==> config.mk <==
export PLATFORM = sky130hd
export DESIGN_NAME = seven_seg_rx
export DESIGN_NICKNAME = d
export VERILOG_FILES = /design/src/rtl/seven_seg_rx.sv
export SDC_FILE = /design/constraint.sdc
export NUM_CORES = 1
export LEC_CHECK = 0
export CAP_MARGIN = 5
export CELL_PAD_IN_SITES_DETAIL_PLACEMENT = 1
export CELL_PAD_IN_SITES_GLOBAL_PLACEMENT = 2
export CORE_MARGIN = 1.5
export CORE_UTILIZATION = 42
export DETAILED_ROUTE_END_ITERATION = 8
export GPL_TIMING_DRIVEN = 0
export HOLD_SLACK_MARGIN = 0.02
export PLACE_DENSITY = 0.83
export SLEW_MARGIN = 10
export SYNTH_ARGS = -nofsm -noshare
export SYNTH_HDL_FRONTEND = slang
export SYNTH_SLANG_ARGS = --single-unit
==> constraint.sdc <==
create_clock -name clk -period 4.9 [get_ports clk]
set_clock_uncertainty 0.2 [all_clocks]
set_input_delay 0.49 -clock clk [delete_from_list [all_inputs] [get_ports clk]]
set_output_delay 0.49 -clock clk [all_outputs]
set_load 0.02 [all_outputs]
==> src/rtl/seven_seg_rx.sv <==
// Receiver for the multiplexed two-digit seven-segment bus: synchronise, filter, decode, reassemble.
// Build option: define SEVEN_SEG_RX_BCD_ONLY_EN to reject hex digits A-F.
module seven_seg_rx #(
    parameter int STABLE_CYCLES  = 4,
    parameter int TIMEOUT_CYCLES = 4096
) (
    input  logic       clk,
    input  logic       rst_n,
    input  logic [7:0] seg_in,
    output logic [7:0] byte_out,
    output logic       byte_valid,
    output logic       digit_err,
    output logic       rx_busy
);

    localparam int SCNT_W = $clog2(STABLE_CYCLES) + 1;
    localparam int TCNT_W = $clog2(TIMEOUT_CYCLES) + 1;
    localparam logic [SCNT_W-1:0] STABLE_MAX   = SCNT_W'(STABLE_CYCLES);
    localparam logic [TCNT_W-1:0] TIMEOUT_LAST = TCNT_W'(TIMEOUT_CYCLES - 1);

    localparam logic [0:0] HUNT    = 1'b0;
    localparam logic [0:0] GOT_MSB = 1'b1;

    // Returns {valid, nibble} for an active-low segment field.
    function automatic logic [4:0] decode_seg(input logic [6:0] seg_n);
        logic [6:0] seg;
        seg        = ~seg_n;
        decode_seg = 5'h00;
        case (seg)
            7'h3F: decode_seg = 5'h10;
            7'h06: decode_seg = 5'h11;
            7'h5B: decode_seg = 5'h12;
            7'h4F: decode_seg = 5'h13;
            7'h66: decode_seg = 5'h14;
            7'h6D: decode_seg = 5'h15;
            7'h7D: decode_seg = 5'h16;
            7'h07: decode_seg = 5'h17;
            7'h7F: decode_seg = 5'h18;
            7'h6F: decode_seg = 5'h19;
`ifdef SEVEN_SEG_RX_BCD_ONLY_EN
`else
            7'h77: decode_seg = 5'h1A;
            7'h7C: decode_seg = 5'h1B;
            7'h39: decode_seg = 5'h1C;
            7'h5E: decode_seg = 5'h1D;
            7'h79: decode_seg = 5'h1E;
            7'h71: decode_seg = 5'h1F;
`endif
            default: decode_seg = 5'h00;
        endcase
    endfunction

    logic [7:0]        seg_p0;
    logic [7:0]        seg_p1;
    logic [7:0]        seg_p2;
    logic [SCNT_W-1:0] stab_cnt;
    logic [SCNT_W-1:0] stab_cnt_nxt;
    logic              seg_changed;
    logic              vld_p1;
    logic [4:0]        dec_p1;
    logic              sel_p1;

    logic [0:0]        state;
    logic [3:0]        msb_nib;
    logic [TCNT_W-1:0] tmo_cnt;

    // Stage p0/p1: two-flop synchroniser; p2 holds the previous synchronised word
    always_ff @(posedge clk or negedge rst_n) begin
        if (!rst_n) begin
            seg_p0   <= 8'h7F;
            seg_p1   <= 8'h7F;
            seg_p2   <= 8'h7F;
            stab_cnt <= '0;
        end else begin
            seg_p0   <= seg_in;
            seg_p1   <= seg_p0;
            seg_p2   <= seg_p1;
            stab_cnt <= stab_cnt_nxt;
        end
    end

    always_comb begin
        seg_changed  = (seg_p1 != seg_p2);
        stab_cnt_nxt = stab_cnt;
        if (seg_changed) begin
            stab_cnt_nxt = SCNT_W'(1);
        end else if (stab_cnt != STABLE_MAX) begin
            stab_cnt_nxt = stab_cnt + SCNT_W'(1);
        end
        // Fires only on the transition into saturation, so each stable run accepts once.
        vld_p1 = (stab_cnt_nxt == STABLE_MAX) && ((stab_cnt != STABLE_MAX) || seg_changed);
        dec_p1 = decode_seg(seg_p1[6:0]);
        sel_p1 = seg_p1[7];
    end

    // Stage p2: frame FSM, registered outputs
    always_ff @(posedge clk or negedge rst_n) begin
        if (!rst_n) begin
            state      <= HUNT;
            msb_nib    <= 4'h0;
            tmo_cnt    <= '0;
            byte_out   <= 8'h00;
            byte_valid <= 1'b0;
            digit_err  <= 1'b0;
        end else begin
            byte_valid <= 1'b0;
            digit_err  <= 1'b0;
            case (state)
                HUNT: begin
                    if (vld_p1) begin
                        if (!dec_p1[4]) begin
                            digit_err <= 1'b1;
                        end else if (!sel_p1) begin
                            msb_nib <= dec_p1[3:0];
                            tmo_cnt <= '0;
                            state   <= GOT_MSB;
                        end
                    end
                end
                GOT_MSB: begin
                    if (vld_p1) begin
                        if (!dec_p1[4]) begin
                            digit_err <= 1'b1;
                            state     <= HUNT;
                        end else if (!sel_p1) begin
                            msb_nib <= dec_p1[3:0];
                            tmo_cnt <= '0;
                        end else begin
                            byte_out   <= {msb_nib, dec_p1[3:0]};
                            byte_valid <= 1'b1;
                            state      <= HUNT;
                        end
                    end else if (tmo_cnt == TIMEOUT_LAST) begin
                        state <= HUNT;
                    end else begin
                        tmo_cnt <= tmo_cnt + TCNT_W'(1);
                    end
                end
                default: state <= HUNT;
            endcase
        end
    end

    assign rx_busy = (state == GOT_MSB);

endmodule

==> flow_summary.yaml, run 1 <==
outcome:
  outcome: "finished clean"
cells_and_area:
  areaGrowthSynthToFinish_pct: 16.50
  stdcell_area_um2: 3065
  final_nets: 264
  seq_area_um2: 1403
  fin_cells: 327
  layout-drive-gt1-share_pct: 26.98
  multi_input_area_um2: 1129
  fin_util_pct: 51.17
  fill_cells: 635
  diodes: 0
pwr:
  p_leak_nw: 1.290
  ir_drop_mv: 0.1495
  power_density_nw_per_um2: 276.0
floorplan:
  row_count: 28
  core_region_area_um2: 5991
  start_util_pct: 43.92
  fp.dieW_um: 82.15
  die_y_um: 82.15
  dieArea_um2: 6749
  io_pins: 21
setup_path:
  critical_path_class: "flop to flop"
  crit_path_end_kind: "flop"
  required_ps: 4910
  crit_chain: "buf_2 -> xor2_1 -> nor4_2 -> and3_1 -> o311a_4 -> buf_6 -> mux2_4"
  r2r-start: "seg_p1[3]$_DFF_PN1_"
  reg2reg_setup_slack_ps: 2130
  r2r_cells: 7
  r2r-end: "msb_nib[2]$_DFFE_PN0P_"
  path_max_fanout: 10
  arrival_ps: 2780
  slowest_stage: "dfstp_2"
  start_kind: "flop"
  critical-path-max-stage-delay_ps: 580
placed_design:
  place_inst: 318
  dp_hpwl_mm: 3.855
  post_dp_cell_area_um2: 2940
  portBuffers: 20
  place.gp.congestion: 0.7567
  dp_slack_ps: 2136
synthesis:
  synth_edf_count: 0
  synthMostInstantiatedCell: "dfrtp_1"
  ys_top_cells_by_area: "dfrtp_1 32%, dfstp_2 21%, mux2_2 4.3%, xor2_1 3.3%, nand2_1 2.6%"
  syn_inst: 222
  seq_area_frac_synth_pct: 53.30
  synth_top_area_share_pct: 32.33
  async_flop_share_pct: 100.0
  ys.flop_type: "dfrtp_1"
  synth_top_area_cell: "dfrtp_1"
  syn-num-nets: 235
  yosys-top-cells-count: "34 x dfrtp_1, 21 x dfstp_2, 18 x nand2_1"
  yosysWarnings: 0
  ys_ff_latch: 55
  synth.distinct_cells: 56
  avgSynthCellArea_um2: 11.85
  synth_area_um2: 2631
clock_network:
  htreeDepth: 2
  numCtsBuffers: 5
  cts_tree: "yes"
  cts_root_buf: "clkbuf_8"
  numClockSinks: 55
  path_clk_slew_ps: 110
  clk_path_buf_depth: 2
  insertion_delay_ps: 320
  cts_setup_buffers: 0
hold_path:
  worstHoldPathType: "flop to flop"
  min-delay-start: "seg_p0[7]$_DFF_PN0_"
  min_path_cells: 0
  min_to: "seg_p1[7]$_DFF_PN0_"
detailed_routing:
  postRouteAntennaNets: 0
  routed_wl_mm: 5.359
  wl_per_cell_um: 16.39
  drc_errors: 0
  vias_per_cell: 5.498
  vias: 1798
  drt_iter0_drc: 58
  drt_pre_antenna_iters: 4
sta:
  worst_pin_slew_ps: 607.8
  worst_slack_ps: 2129
  slew_headroom_pct: 58.95
  finalHoldViolCount: 0
  final_max_slew_viol_count: 0
  max_freq_mhz: 360.8
  tns_ps: 0
  setup-violations-final: 0
  period_minus_slack_ps: 2771
  rsz0062_at_grt: "no"
  fin_crit_sh_pct: 56.56
grt:
  gr-usage-all-layers_pct: 17.89
  grt_max_degree: 36
  antenna_found_initial: 0
  grt_overflow: 0
  grt_pass1_wl_mm: 9.039
  grt_pass1_vias: 1814
job:
  max_cap_violations: 0
flip-flops by register name (all words and copies together), names as in the netlist:
register    count
msb_nib         4
stab_cnt        3
digit_err       1
tmo_cnt        13
rx_busy         1
byte_out        8
seg_p2          8
seg_p1          8
seg_p0          8
byte_valid      1
layer usage:
layer | track usage, % | part of all wire [%] | vias to the layer above
met5 | 0 | 0 | -
met4 | 5.763 | 1.1 | 0
met3 | 3.626 | 2.0 | 6
met2 | 28.61 | 49 | 19
met1 | 24.43 | 48 | 907
li1 | - | - | 866
cell type report:
cell class | instances | share of cell area, %
clock buffer | 5 | 2.245
inverter | 7 | 0.8571
clock inverter | 3 | 1.510
multi-input combinational | 150 | 36.82
timing repair buffer | 22 | 7.347
sequential | 55 | 45.76
tap | 75 | 3.061
buffer | 10 | 2.408
worst max-delay path, delay by kind of cell, from the launching register on:
family          cells  cell delay [ps]
mux                 1              300
buf+inv             2              380
xor+xnor            1              120
compound gates      1              250
simple gates        2              830
flops               1              580
stage by stage:
stage | power, mW | hold slack (ps)
3_3_place_gp | 0.5404 | 134.2
2_1_floorplan | 0.5165 | -5.591
3_5_place_dp | 0.5436 | 136.3
4_1_cts | 0.8547 | 161.0
6_report | 0.8461 | 159.2
5_1_grt | 0.8789 | 168.1
cell usage in the layout (no fill, tap or decap), types with 4 or more instances in the layout:
cell,n
a21oi_1,6
a31o_2,4
and3_1,4
buf_2,6
buf_6,4
clkbuf_8,5
clkdlybuf4s50_1,19
dfrtp_1,34
dfstp_2,21
inv_1,7
mux2_2,10
nand2_1,18
nand3_1,5
nand3b_1,5
nand4_1,4
nor2_1,6
nor2b_1,4
nor3_1,6
o21ai_0,12
o22ai_1,5
or3_1,4
xor2_1,10
worst max path at each step:
stage	from	endpoint	slack, ps	cells past startpoint
2_1_floorplan	seg_p1[5]$_DFF_PN1_	msb_nib[2]$_DFFE_PN0P_	2460	6
3_3_place_gp	rst_n	byte_out[4]$_DFFE_PN0P_	1430	1
3_5_place_dp	seg_p1[3]$_DFF_PN1_	msb_nib[3]$_DFFE_PN0P_	2140	7
4_1_cts	seg_p1[3]$_DFF_PN1_	msb_nib[2]$_DFFE_PN0P_	2080	7
5_1_grt	seg_p1[3]$_DFF_PN1_	msb_nib[2]$_DFFE_PN0P_	1920	7
6_report	seg_p1[3]$_DFF_PN1_	msb_nib[2]$_DFFE_PN0P_	2130	7
kinds of logic (layout without fill, tap and decap cells):
kind of cell | Yosys count | count (layout) | synth area share (%)
AO/OA/AOI/OAI | 46 | 46 | 14.69
XOR/XNOR | 12 | 12 | 3.994
adder cells (fa/ha/maj) | 3 | 3 | 1.427
AND/OR/NAND/NOR | 76 | 76 | 16.98
buffers and inverters | 17 | 47 | 3.804
flip-flops | 55 | 55 | 53.30
multiplexers | 13 | 13 | 5.801
what timing repair did:
action / 4_1_cts / 5_1_grt
gates resized for setup: 0 / 0
hold buffers: 1 / 0
endpoints found under the hold margin: 5 / 0
endpoints found under the setup margin: 0 / 0
power by group:
group	internal (mW)	switching (mW)	total (mW)	leakage, nW
clock network	0.154	0.157	0.311	0.0548
logic	0.0240	0.0337	0.0577	0.552
registers	0.471	0.00639	0.477	0.684
total	0.649	0.197	0.846	1.29
No activity file was read; power rests on OpenSTA's default activity.
==> run 2: changes to the inputs <==
CORE_UTILIZATION = 35   (was 42)
PLACE_DENSITY = 0.74   (was 0.83)
clock period = 2.3 ns   (was 4.9 ns; I/O delays follow)
==> run 2 against run 1 <==
  * Register-to-register slack worse by 2300 ps
  * Sequential share of layout area is 5.4 points lower
  * Highest routed layer unchanged
  * The flow now finishes with violations (negative setup slack)
  * Hold slack worse by 44 ps
  * Cell area is 13% higher
  * Clock power is 74% higher
  * Critical path type unchanged
  * Die area is 19% higher
  * Core utilization is 3.2 points lower
  * Maximum frequency is 11% higher
  * Combinational power grew to 2.8 times the previous value
  * Sequential power is 110% higher
==> flow_summary.yaml, run 2 (synthesis results as in run 1) <==
setup_path:
  crit_chain: "or3b_4 -> a2111oi_4 -> a221o_2 -> o311a_4 -> buf_4 -> mux2_2"
  path_max_fanout: 6
  r2r-start: "seg_p1[1]$_DFF_PN1_"
  crit_path_end_kind: "flop"
  crit_family: "compound AO/OA/AOI/OAI gates"
  path_depth: 6
  crit_start: "seg_p1[1]$_DFF_PN1_"
  critical_path_class: "flop to flop"
  required_ps: 2300
  r2r_cells: 6
  start_kind: "flop"
  slowest_stage: "dfstp_2"
  critical-path-max-stage-delay_ps: 600
  crit_buf_inv: 1
  arrival_ps: 2500
clock_network:
  clk_path_buf_depth: 2
  htreeDepth: 2
  numClockSinks: 55
  path_clk_slew_ps: 100
  insertion_delay_ps: 310
  cts_tree: "yes"
  numCtsBuffers: 5
  cts_root_buf: "clkbuf_8"
cells_and_area:
  largest-register: "tmo_cnt"
  layout-drive-gt1-share_pct: 38.85
  areaGrowthSynthToFinish_pct: 32.19
  largest_reg_flops: 13
  layout_common_cells: "34 x dfrtp_1, 23 x buf_4, 21 x dfstp_2"
  diodes: 0
  fin_cells: 377
  layout_commonest_cell: "dfrtp_1"
  final_nets: 290
floorplan:
  fp.dieW_um: 89.71
  start_util_pct: 36.28
  io_pins: 21
  core_region_area_um2: 7253
  row_count: 31
  die_y_um: 89.71
  dieArea_um2: 8047
sta:
  worst_pin_slew_ps: 695.1
  worst_slack_ps: -199.1
  period_minus_slack_ps: 2499
  slew_headroom_pct: 53.66
  setup-violations-final: 23
  fin_crit_sh_pct: 108.7
  max_freq_mhz: 400.1
  holdWs_ps: 115.3
  finalHoldViolCount: 0
  final_max_slew_viol_count: 0
  rsz0062_at_grt: "yes"
detailed_routing:
  drc_errors: 0
  routed_wl_mm: 6.011
  drt_iter0_drc: 53
  vias: 1934
  drt_pre_antenna_iters: 4
  postRouteAntennaNets: 0
  vias_per_cell: 5.130
  wl_per_cell_um: 15.94
hold_path:
  min-delay-start: "seg_in[3]"
  min_path_cells: 1
  worstHoldPathType: "primary input to flop"
pwr:
  p_leak_nw: 1.447
  pwr-share-seq_pct: 59.1
  p_int_mw: 1.295
  p_sw_share_pct: 24.76
  clkPwrFrac_pct: 31.5
  p_switching_mw: 0.4260
  power_mw: 1.721
  p_comb_share_pct: 9.4
  ir_drop_mv: 0.3124
  power_density_nw_per_um2: 494.7
placed_design:
  portBuffers: 20
  dp_hpwl_mm: 3.833
  dp_slack_ps: -487.6
  place_inst: 341
  place.gp.congestion: 0.7813
grt:
  grt_max_degree: 56
  gr-usage-all-layers_pct: 16.06
  grt_pass1_vias: 2036
  antenna_found_initial: 0
  grt_overflow: 0
  grt_pass1_wl_mm: 10.45
outcome:
  outcome: "finished with violations"
  violations: "negative setup slack"
job:
  max_cap_violations: 0
## run 2: changes by cell type in the layout (fill, tap and decap cells not counted), sizes merged
| cell | before | now |
|---|---|---|
| clkinv | 0 | 2 |
| bufinv | 1 | 0 |
| clkbuf | 6 | 7 |
| clkinvlp | 1 | 0 |
| o31ai | 1 | 2 |
| buf | 11 | 35 |
## run 2: repair_timing
item                                   CTS  global route
cloned                                   1             0
hold buffers                             1             0
pin swaps                                6             7
buffers inserted                        23             3
setup endpoints to repair               28            27
gates resized for setup                 26            14
endpoints found under the hold margin   34             0
## run 2: routing by layer
metal	vias up	track usage (%)	routed length, um
met4	0	3.571	53
met3	5	2.369	102
met5	-	0	0
met2	18	27.42	3021
li1	925	-	-
met1	986	21.65	2832
## run 2: power groups by stage
stage	Combinational, mW	Sequential [mW]	Clock (mW)
after global placement	0.121	1.03	0
after CTS	0.158	1.02	0.570
final	0.161	1.02	0.542
after floorplan	0.0701	1.03	0
after detailed placement	0.121	1.03	0
after global routing	0.176	1.02	0.614
## run 2: final timing paths
kind | end | slack (ps)
worst min register to register | seg_p1[7]$_DFF_PN0_ | 160
min in group asynchronous | tmo_cnt[12]$_DFFE_PN0P_ | 310
worst max-delay path | msb_nib[0]$_DFFE_PN0P_ | -200
worst max register to register | msb_nib[0]$_DFFE_PN0P_ | -200
worst min-delay path | seg_p0[3]$_DFF_PN1_ | 120
max in group asynchronous | seg_p2[7]$_DFF_PN0_ | 1140
## run 2: area by class of cell
cell class,instances,area (um2)
repair buffers,47,446.7
plain buffers,10,93.84
fillers,772,3775
flip-flops and latches,55,1403
clock inverters,3,22.52
well taps,99,123.9
inverters,7,26.28
clock buffers,5,68.82
multi-input cells,151,1294
## run 2: stage by stage
stage               setup TNS [ps]  utilization (%)  instance area (um2)
finish                       -2676            47.96                 3478
floorplan                   -424.4                -                 2639
global route                 -5492            47.96                 3478
global placement            -48670            40.85                 2963
CTS                          -2538            46.82                 3396
detailed placement           -8231            40.81                 2960
==> run 3: changes to the inputs <==
SLEW_MARGIN = 25   (was 10)
==> run 3 against run 2 <==
  * The flow still finishes with violations (negative setup slack)
  * Hold slack got worse by 1.9 ps
  * Sequential power about the same
  * Flip-flop and latch count unchanged
  * Clock-buffer cell count unchanged
  * Sequential share of layout area about the same
  * Critical path type unchanged
  * Critical endpoint is now msb_nib[2]$_DFFE_PN0P_
  * Largest power group unchanged
==> flow_summary.yaml, run 3 (synthesis results as in run 1) <==
detailed_routing:
  routed_wl_mm: 6.041
  vias: 1914
  drc_errors: 0
  vias_per_cell: 5.104
  postRouteAntennaNets: 0
  drt_iter0_drc: 57
  drt_pre_antenna_iters: 4
  wl_per_cell_um: 16.11
hold_path:
  min-delay-start: "seg_in[0]"
  worstHoldPathType: "primary input to flop"
sta:
  final_max_slew_viol_count: 0
  worst_pin_slew_ps: 459.5
  rsz0062_at_grt: "yes"
  period_minus_slack_ps: 2452
  worst_slack_ps: -151.9
  finalHoldViolCount: 0
  fin_crit_sh_pct: 106.6
  setup-violations-final: 23
  slew_headroom_pct: 69.08
  tns_ps: -1891
  holdWs_ps: 113.4
  max_freq_mhz: 407.9
grt:
  grt_busiest_layer: "met2"
  grtUsageMet2_pct: 28.63
  gr-usage-all-layers_pct: 15.95
  grt_pass1_vias: 2115
  grtUsageMet3_pct: 2.284
  antenna_found_initial: 0
  met1_usage_pct: 20.33
  grt_max_degree: 30
  grt_pass1_wl_mm: 10.50
  grt_overflow: 0
pwr:
  p_switching_mw: 0.4436
  p_int_mw: 1.302
  p_comb_share_pct: 9.6
  p_sw_share_pct: 25.41
  power_density_nw_per_um2: 501.4
  pwr-share-seq_pct: 58.3
  clkPwrFrac_pct: 32.1
  power_mw: 1.746
  p_leak_nw: 1.455
  ir_drop_mv: 0.3617
floorplan:
  core_region_area_um2: 7253
  start_util_pct: 36.28
  row_count: 31
  io_pins: 21
  fp.dieW_um: 89.71
  die_y_um: 89.71
  dieArea_um2: 8047
setup_path:
  reg2reg_setup_slack_ps: -150
  required_ps: 2310
  arrival_ps: 2460
  crit_path_end_kind: "flop"
  crit_start: "seg_p1[1]$_DFF_PN1_"
  r2r-end: "msb_nib[2]$_DFFE_PN0P_"
  path_max_fanout: 5
  r2r_cells: 6
  crit_path_end: "msb_nib[2]$_DFFE_PN0P_"
  critical_path_class: "flop to flop"
  r2r-start: "seg_p1[1]$_DFF_PN1_"
  start_kind: "flop"
cells_and_area:
  fill_cells: 770
  fin_util_pct: 48.01
  largest-register: "tmo_cnt"
  diodes: 0
  largest_reg_flops: 13
  layout-drive-gt1-share_pct: 38.77
  fin_cells: 375
  layout_common_cells: "34 x dfrtp_1, 21 x dfstp_2, 19 x clkdlybuf4s50_1"
  stdcell_area_um2: 3482
  layout_commonest_cell: "dfrtp_1"
  areaGrowthSynthToFinish_pct: 32.33
  final_nets: 288
placed_design:
  dp_slack_ps: -492.8
  post_dp_cell_area_um2: 2980
  dp_hpwl_mm: 3.924
  place.gp.congestion: 0.7813
  portBuffers: 20
  place_inst: 342
clock_network:
  path_clk_slew_ps: 110
  cts_root_buf: "clkbuf_8"
  clk_path_buf_depth: 2
  htreeDepth: 2
  insertion_delay_ps: 310
  cts_tree: "yes"
  numClockSinks: 55
  numCtsBuffers: 5
outcome:
  violations: "negative setup slack"
  outcome: "finished with violations"
job:
  max_cap_violations: 0
run 3: cell count changes in the layout (fill, tap and decap cells not counted), sizes merged:
cell | before | now
buf | 35 | 33
clkinv | 2 | 1
inv | 8 | 9
run 3: worst min-delay path by stage:
stage / endpoint / cells past startpoint / slack (ps)
2_1_floorplan: byte_out[0]$_DFFE_PN0P_ / 0 / -270
3_3_place_gp: seg_p1[7]$_DFF_PN0_ / 0 / 130
3_5_place_dp: tmo_cnt[12]$_DFFE_PN0P_ / 1 / -20
4_1_cts: seg_p0[0]$_DFF_PN1_ / 1 / 110
5_1_grt: seg_p0[2]$_DFF_PN1_ / 1 / 120
6_report: seg_p0[0]$_DFF_PN1_ / 1 / 110
run 3: layout make-up:
cell class,count,area [um2],area share [%]
inverter,7,26.28,0.7546
multi-input combinational,151,1308,37.55
clock buffer,5,68.82,1.976
timing repair buffer,45,435.4,12.50
sequential,55,1403,40.28
clock inverter,3,22.52,0.6468
tap,99,123.9,3.557
buffer,10,95.09,2.731
run 3: routing by layer:
metal	part of all wire, %	vias to the layer above
li1	-	920
met1	46	972
met2	52	18
met3	1.7	4
met4	0.78	0
met5	0	-
run 3: worst max-delay path, cell delays in order, from the launching register on:
cell and delay [ps]:
dfstp_2 580, or3b_4 400, a2111oi_4 320, a221o_2 220, o311a_4 230, buf_8 120
mux2_4 290
run 3: repair_timing:
item,4_1_cts,5_1_grt
hold buffers,1,0
gates resized for setup,41,6
pin swaps,14,6
buffers inserted,22,1
hold endpoints to repair,34,0
setup endpoints to repair,28,28
cloned,1,0
run 3: power by group through the flow:
stage	logic, mW	clock network (mW)	registers [mW]
after CTS	0.169	0.578	1.02
after global routing	0.186	0.607	1.02
after global placement	0.121	0	1.03
final	0.168	0.560	1.02
after floorplan	0.0701	0	1.03
after detailed placement	0.125	0	1.03
==> RTL edit 1 (flow settings as in run 1) <==
Add an input register stage for `seg_in`, with the module's reset; this delays it by one clock.
--- a/src/rtl/seven_seg_rx.sv
+++ b/src/rtl/seven_seg_rx.sv
@@ -20,6 +20,16 @@
 
     localparam logic [0:0] HUNT    = 1'b0;
     localparam logic [0:0] GOT_MSB = 1'b1;
+
+    logic [7:0] seg_q;
+
+    always_ff @(posedge clk or negedge rst_n) begin
+        if (!rst_n) begin
+            seg_q <= '0;
+        end else begin
+            seg_q <= seg_in;
+        end
+    end
 
     // Returns {valid, nibble} for an active-low segment field.
     function automatic logic [4:0] decode_seg(input logic [6:0] seg_n);
@@ -72,7 +82,7 @@
             seg_p2   <= 8'h7F;
             stab_cnt <= '0;
         end else begin
-            seg_p0   <= seg_in;
+            seg_p0   <= seg_q;
             seg_p1   <= seg_p0;
             seg_p2   <= seg_p1;
             stab_cnt <= stab_cnt_nxt;
Function: changed (Yosys sat finds a counterexample within 10 cycles, from zero or initial values and one cycle with rst_n low).
==> RTL edit 1 against run 1 <==
- the run now ends with design-rule violations left
- via count grew 3.6%
- sequential share of layout area rose by 2.4 points
- combinational power fell by 10%
- power is 19% higher
- final area grew 8.5%
- sequential cell count up 8
- synthesized area is 8.4% higher
- setup slack improved by 34 ps
- final cell count increased by 4.3%
- wire length is 0.34% lower
- count of clock-buffer cells in the layout is 4 higher
- largest power group unchanged
==> RTL edit 1: results (changes against run 1) <==
| Metric | Value |
|---|---|
| Status | finished, violations left |
| Failing checks | design-rule violations |
| Vias per inst | 5.46 (-0.69%) |
| Clock period minus worst slack | 2740 ps (-34.2 ps) |
| Reg2reg setup slack | 2160 ps (+30 ps) |
| Met1 wire length | 2630 microns (+2.9%) |
| First-pass GRT wire length | 9420 microns (+4.2%) |
| Iteration-0 DRC Markers | 81 (+40%) |
| Worst hold path class | primary input to asynchronous set/reset pin |
| FILL cells | 680 (+7.1%) |
| GR Layer Usage met1 | 0.226 (-0.0185) |
| Net Count, Synth | 241 (+2.6%) |
| Internal power | 0.750 mW (+16%) |
| Setup Fix Bufs, Post-CTS | 0 (unchanged) |
| TritonCTS Buffers | 9 (+4) |
| Register area share after synthesis | 0.562 (+0.0288) |
| All-layer global routing usage | 0.168 (-0.0111) |
| Vias in the first global route | 1889 (+4.1%) |
| Final layout net count | 272 (+3.0%) |
| Initial antenna violation count | 0 (unchanged) |
| Largest register FFs | 13 (unchanged) |
| Critical Path Max Stage Delay | 580 ps (about the same) |
| WL met2 | 2450 microns (-6.8%) |
| CTS H-tree depth | 3 (+1) |
| Final WL | 5340 microns (-0.34%) |
| Layout cells sized above 1 | 0.288 (+0.0180) |
| CP arrival | 2770 ps (about the same) |
| Most used DFF post-synth | dfrtp_1 |
| EDFF count, synth | 0 (unchanged) |
| Leakage | 1.40 nW (+8.4%) |
| GPL Wtd Cong | 0.811 (+7.2%) |
| DR pass1 iterations | 6 (+2) |
| DP Worst Slack | 2140 ps (+1.70 ps) |
| Final setup viols | 0 (unchanged) |
| Uppermost layer routed | met4 |
| Largest net degree at the start of global routing | 64 (+78%) |
| Fraction of registers with async set/reset | 1.00 (unchanged) |
| Commonest cells in the synthesized netlist | dfrtp_1, dfstp_2, o21ai_0 |
| GR met3 Demand/Resource | 0.0389 (+0.00265) |
| Compound-cell area share of the yosys netlist | 0.154 (+0.00745) |
| Worst Path Max Fanout | 10 (unchanged) |
| Metal3 WL | 154 microns (+41%) |
| Remaining routing DRC violations | 3 (+3) |
| Worst skew pair latency | 350 ps (+30 ps) |
| Critical path's top delay family | compound AO/OA/AOI/OAI gates |
| CTS resizes | 0 (unchanged) |
| Global routing usage on met2 | 0.255 (-0.0312) |
| Adder-Cell Fraction of Synth Area | 0.0132 (-0.00111) |
| Root Buffer | clkbuf_8 |
| Worst-path clk slew | 70 ps (-40 ps) |
| Peak VDD IR | 0.220 mV (+47%) |
| # diodes | 0 (unchanged) |
| Slew @ Worst Pin | 772 ps (+164 ps) |
| Hpwl dp | 3710 microns (-3.6%) |
| XOR/XNOR share of the synthesized area | 0.0338 (-0.00617) |
| Synth area leaders | dfrtp_1, dfstp_2, mux2_4, xnor2_1, o21ai_0 |
| Post-synthesis mux area share | 0.0579 (-0.000118) |
| Syn. warnings | 0 (unchanged) |
==> RTL edit 1: cell count changes after synthesis, sizes merged, moves of 5 or more <==
cell           run 1  this run
o21ai             12        24
o22ai              5         0
nand2b             1         6
nand2             18        11
xor2              10         0
a211o              0         5
xnor2              2        11
dfrtp             34        42
==> RTL edit 1: per-stage QoR <==
step | std cells | hold slack [ps] | area, sq um | utilization
floorplan | 228 | -5.59 | 2850 | -
global placement | 325 | 134 | 3150 | 0.488
detailed placement | 325 | 138 | 3150 | 0.487
CTS | 341 | 36.9 | 3330 | 0.515
global route | 341 | 67.8 | 3330 | 0.515
finish | 341 | 7.91 | 3330 | 0.515
==> RTL edit 1: power by group through the flow <==
stage | Clock, mW | Combinational, mW | Sequential (mW)
2_1_floorplan | 0 | 0.0293 | 0.554
3_3_place_gp | 0 | 0.0519 | 0.555
3_5_place_dp | 0 | 0.0527 | 0.557
4_1_cts | 0.426 | 0.0530 | 0.547
5_1_grt | 0.446 | 0.0578 | 0.549
6_report | 0.411 | 0.0517 | 0.547
==> RTL edit 1: path summary, 6_finish.rpt <==
| check | from | to | cells after the start |
|---|---|---|---|
| setup / recovery | seg_p1[3] | tmo_cnt[0] | 7 |
| hold / removal | rst_n | tmo_cnt[9] | 1 |
| setup reg to reg | seg_p1[3] | tmo_cnt[0] | 7 |
| hold reg to reg | seg_q[7] | seg_p0[7] | 0 |
| max in group asynchronous | rst_n | seg_q[3] | 1 |
| min in group clk | seg_q[7] | seg_p0[7] | 0 |
==> RTL edit 1: layout make-up <==
class | count | area share
clock inverter | 7 | 0.0166
tap | 77 | 0.0290
timing repair buffer | 20 | 0.0594
sequential | 63 | 0.482
clock buffer | 9 | 0.0372
buffer | 11 | 0.0245
inverter | 7 | 0.00865
multi-input combinational | 147 | 0.343
==> RTL edit 2 (settings of run 1) <==
Made on the original files. Set the parameter `STABLE_CYCLES` to 8 (it was 4).
--- a/src/rtl/seven_seg_rx.sv
+++ b/src/rtl/seven_seg_rx.sv
@@ -1,7 +1,7 @@
 // Receiver for the multiplexed two-digit seven-segment bus: synchronise, filter, decode, reassemble.
 // Build option: define SEVEN_SEG_RX_BCD_ONLY_EN to reject hex digits A-F.
 module seven_seg_rx #(
-    parameter int STABLE_CYCLES  = 4,
+    parameter int STABLE_CYCLES  = 8,
     parameter int TIMEOUT_CYCLES = 4096
 ) (
     input  logic       clk,
Formal check against the unedited RTL: not equivalent (a bounded check fails within 10 cycles, from zero or initial values and one cycle with rst_n low).
==> RTL edit 2 against run 1 <==
- die area is 6.0% higher
- final cell count is 7.3% higher
- synthesized area is 6.2% higher
- sequential share of layout area is 1.7 points lower
- power is 4.3% lower
- final area is 5.6% higher
- setup slack better by 89 ps
- wire length is 11% higher
- sequential cell count is 1 higher
- via count is 8.1% higher
==> RTL edit 2: results (changes against run 1) <==
| Metric | Value |
|---|---|
| Crit Path Category | flip-flop to flip-flop |
| Adder-Cell Fraction of Synth Area | 0.0134 (-0.000830) |
| First-pass GRT wire length | 10500 microns (+16%) |
| Post-synthesis mux area share | 0.0591 (+0.00110) |
| Register area share after synthesis | 0.511 (-0.0221) |
| Commonest cells in the synthesized netlist | dfrtp_1, dfstp_2, o21ai_0 |
| Leakage | 1.36 nW (+5.5%) |
| Peak VDD IR | 0.161 mV (+7.8%) |
| Hpwl dp | 4290 microns (+11%) |
| Sw frac | 0.246 (+0.0134) |
| Compound-cell area share of the yosys netlist | 0.131 (-0.0162) |
| Mean area per synthesized cell | 11.5 sq um (-3.0%) |
| WL met2 | 3030 microns (+15%) |
| Reg2reg setup slack | 2220 ps (+90 ps) |
| Iteration-0 DRC Markers | 79 (+36%) |
| Hold_buf cts | 1 (unchanged) |
| Fraction of registers with async set/reset | 1.00 (unchanged) |
| Comb. pwr | 0.0581 mW (+0.7%) |
| Layout cells sized above 1 | 0.263 (-0.00707) |
| Synth area leaders | dfrtp_1, dfstp_2, mux2_4, xnor2_1, o21ai_0 |
| Metal3 WL | 91 microns (-17%) |
| Net Count, Synth | 256 (+8.9%) |
| Root Buffer | clkbuf_8 |
| All-layer global routing usage | 0.184 (+0.00494) |
| XOR/XNOR share of the synthesized area | 0.0345 (-0.00546) |
| Largest register FFs | 13 (unchanged) |
| Final layout net count | 286 (+8.3%) |
| Status | finished, final reports clean |
| GR Layer Usage met1 | 0.234 (-0.0107) |
| Unique cell type count in the Yosys netlist | 59 (+5.4%) |
| DR pass1 iterations | 6 (+2) |
| Critical Path Max Stage Delay | 540 ps (-40 ps) |
| Initial antenna violation count | 0 (unchanged) |
| CTS max path bufs | 2 (unchanged) |
| Max-slew headroom | 0.655 (+0.0650) |
| PortBufs | 20 (unchanged) |
| Clk power | 0.267 mW (-14%) |
| CP arrival | 2690 ps (-90 ps) |
| Final WL | 5940 microns (+11%) |
| Register name with the most flops | tmo_cnt |
| Inst Count DP | 342 (+7.5%) |
| EDFF count, synth | 0 (unchanged) |
| Worst Setup SP | seg_p1[5] |
| RR Endpoint | msb_nib[3] |
| Max Clk Rate | 0.373 GHz (+3.3%) |
| GPL Wtd Cong | 0.734 (-3.0%) |
| Vias in the first global route | 2112 (+16%) |
| Global routing usage on met2 | 0.324 (+0.0379) |
| Met1 wire length | 2760 microns (+8.0%) |
| Routed WL per cell | 16.9 microns (+3.2%) |
| Vias | 1943 (+8.1%) |
| GR met3 Demand/Resource | 0.0295 (-0.00677) |
| Uppermost layer routed | met4 |
| Worst Path Max Fanout | 10 (unchanged) |
| Most used DFF post-synth | dfrtp_1 |
==> RTL edit 2: cell types whose count changed in the layout (fill, tap and decap cells not counted), moves of 5 or more <==
cell	change
mux2_4	+5
nor3_1	+5
xor2_1	-9
nand2_1	-9
o22ai_1	-5
mux2i_1	+5
xnor2_1	+8
mux2_2	-10
nor2_1	+6
nand3_1	+6
==> RTL edit 2: final cells by class <==
type                    count  area [sq um]
clock buffers               5          68.8
inverters                  10          37.5
multi-input cells         164          1230
flip-flops and latches     56          1430
clock inverters             3          26.3
well taps                  77          96.3
repair buffers             23           253
fillers                   682          3150
plain buffers              13          97.6
==> RTL edit 2: how the worst min path moves through the flow <==
stage               cells after the start  slack, ps      start          end
finish                                  0        160  seg_p0[7]    seg_p1[7]
global route                            0        170  seg_p0[1]    seg_p1[1]
CTS                                     0        160  seg_p0[5]    seg_p1[5]
detailed placement                      0        140  seg_p0[7]    seg_p1[7]
global placement                        0        140  seg_p0[7]    seg_p1[7]
floorplan                               0         -6      rst_n  byte_out[0]
==> RTL edit 2: critical path, delay by kind of cell (launching register included) <==
family	cells	cell delay [ps]
muxes	1	300
buffers and inverters	2	380
DFF	1	540
xor gates and xnor gates	1	200
AOI/OAI and AO/OA	1	240
and+or+nand+nor	2	700
==> RTL edit 2: per-stage QoR <==
| step | power (mW) | hold WS (ps) | util | cell area [sq um] |
|---|---|---|---|---|
| 2_1_floorplan | 0.522 | -5.59 | - | 2790 |
| 3_3_place_gp | 0.546 | 143 | 0.484 | 3090 |
| 3_5_place_dp | 0.553 | 143 | 0.491 | 3130 |
| 4_1_cts | 0.822 | 163 | 0.507 | 3240 |
| 5_1_grt | 0.845 | 167 | 0.507 | 3240 |
| 6_report | 0.810 | 162 | 0.507 | 3240 |
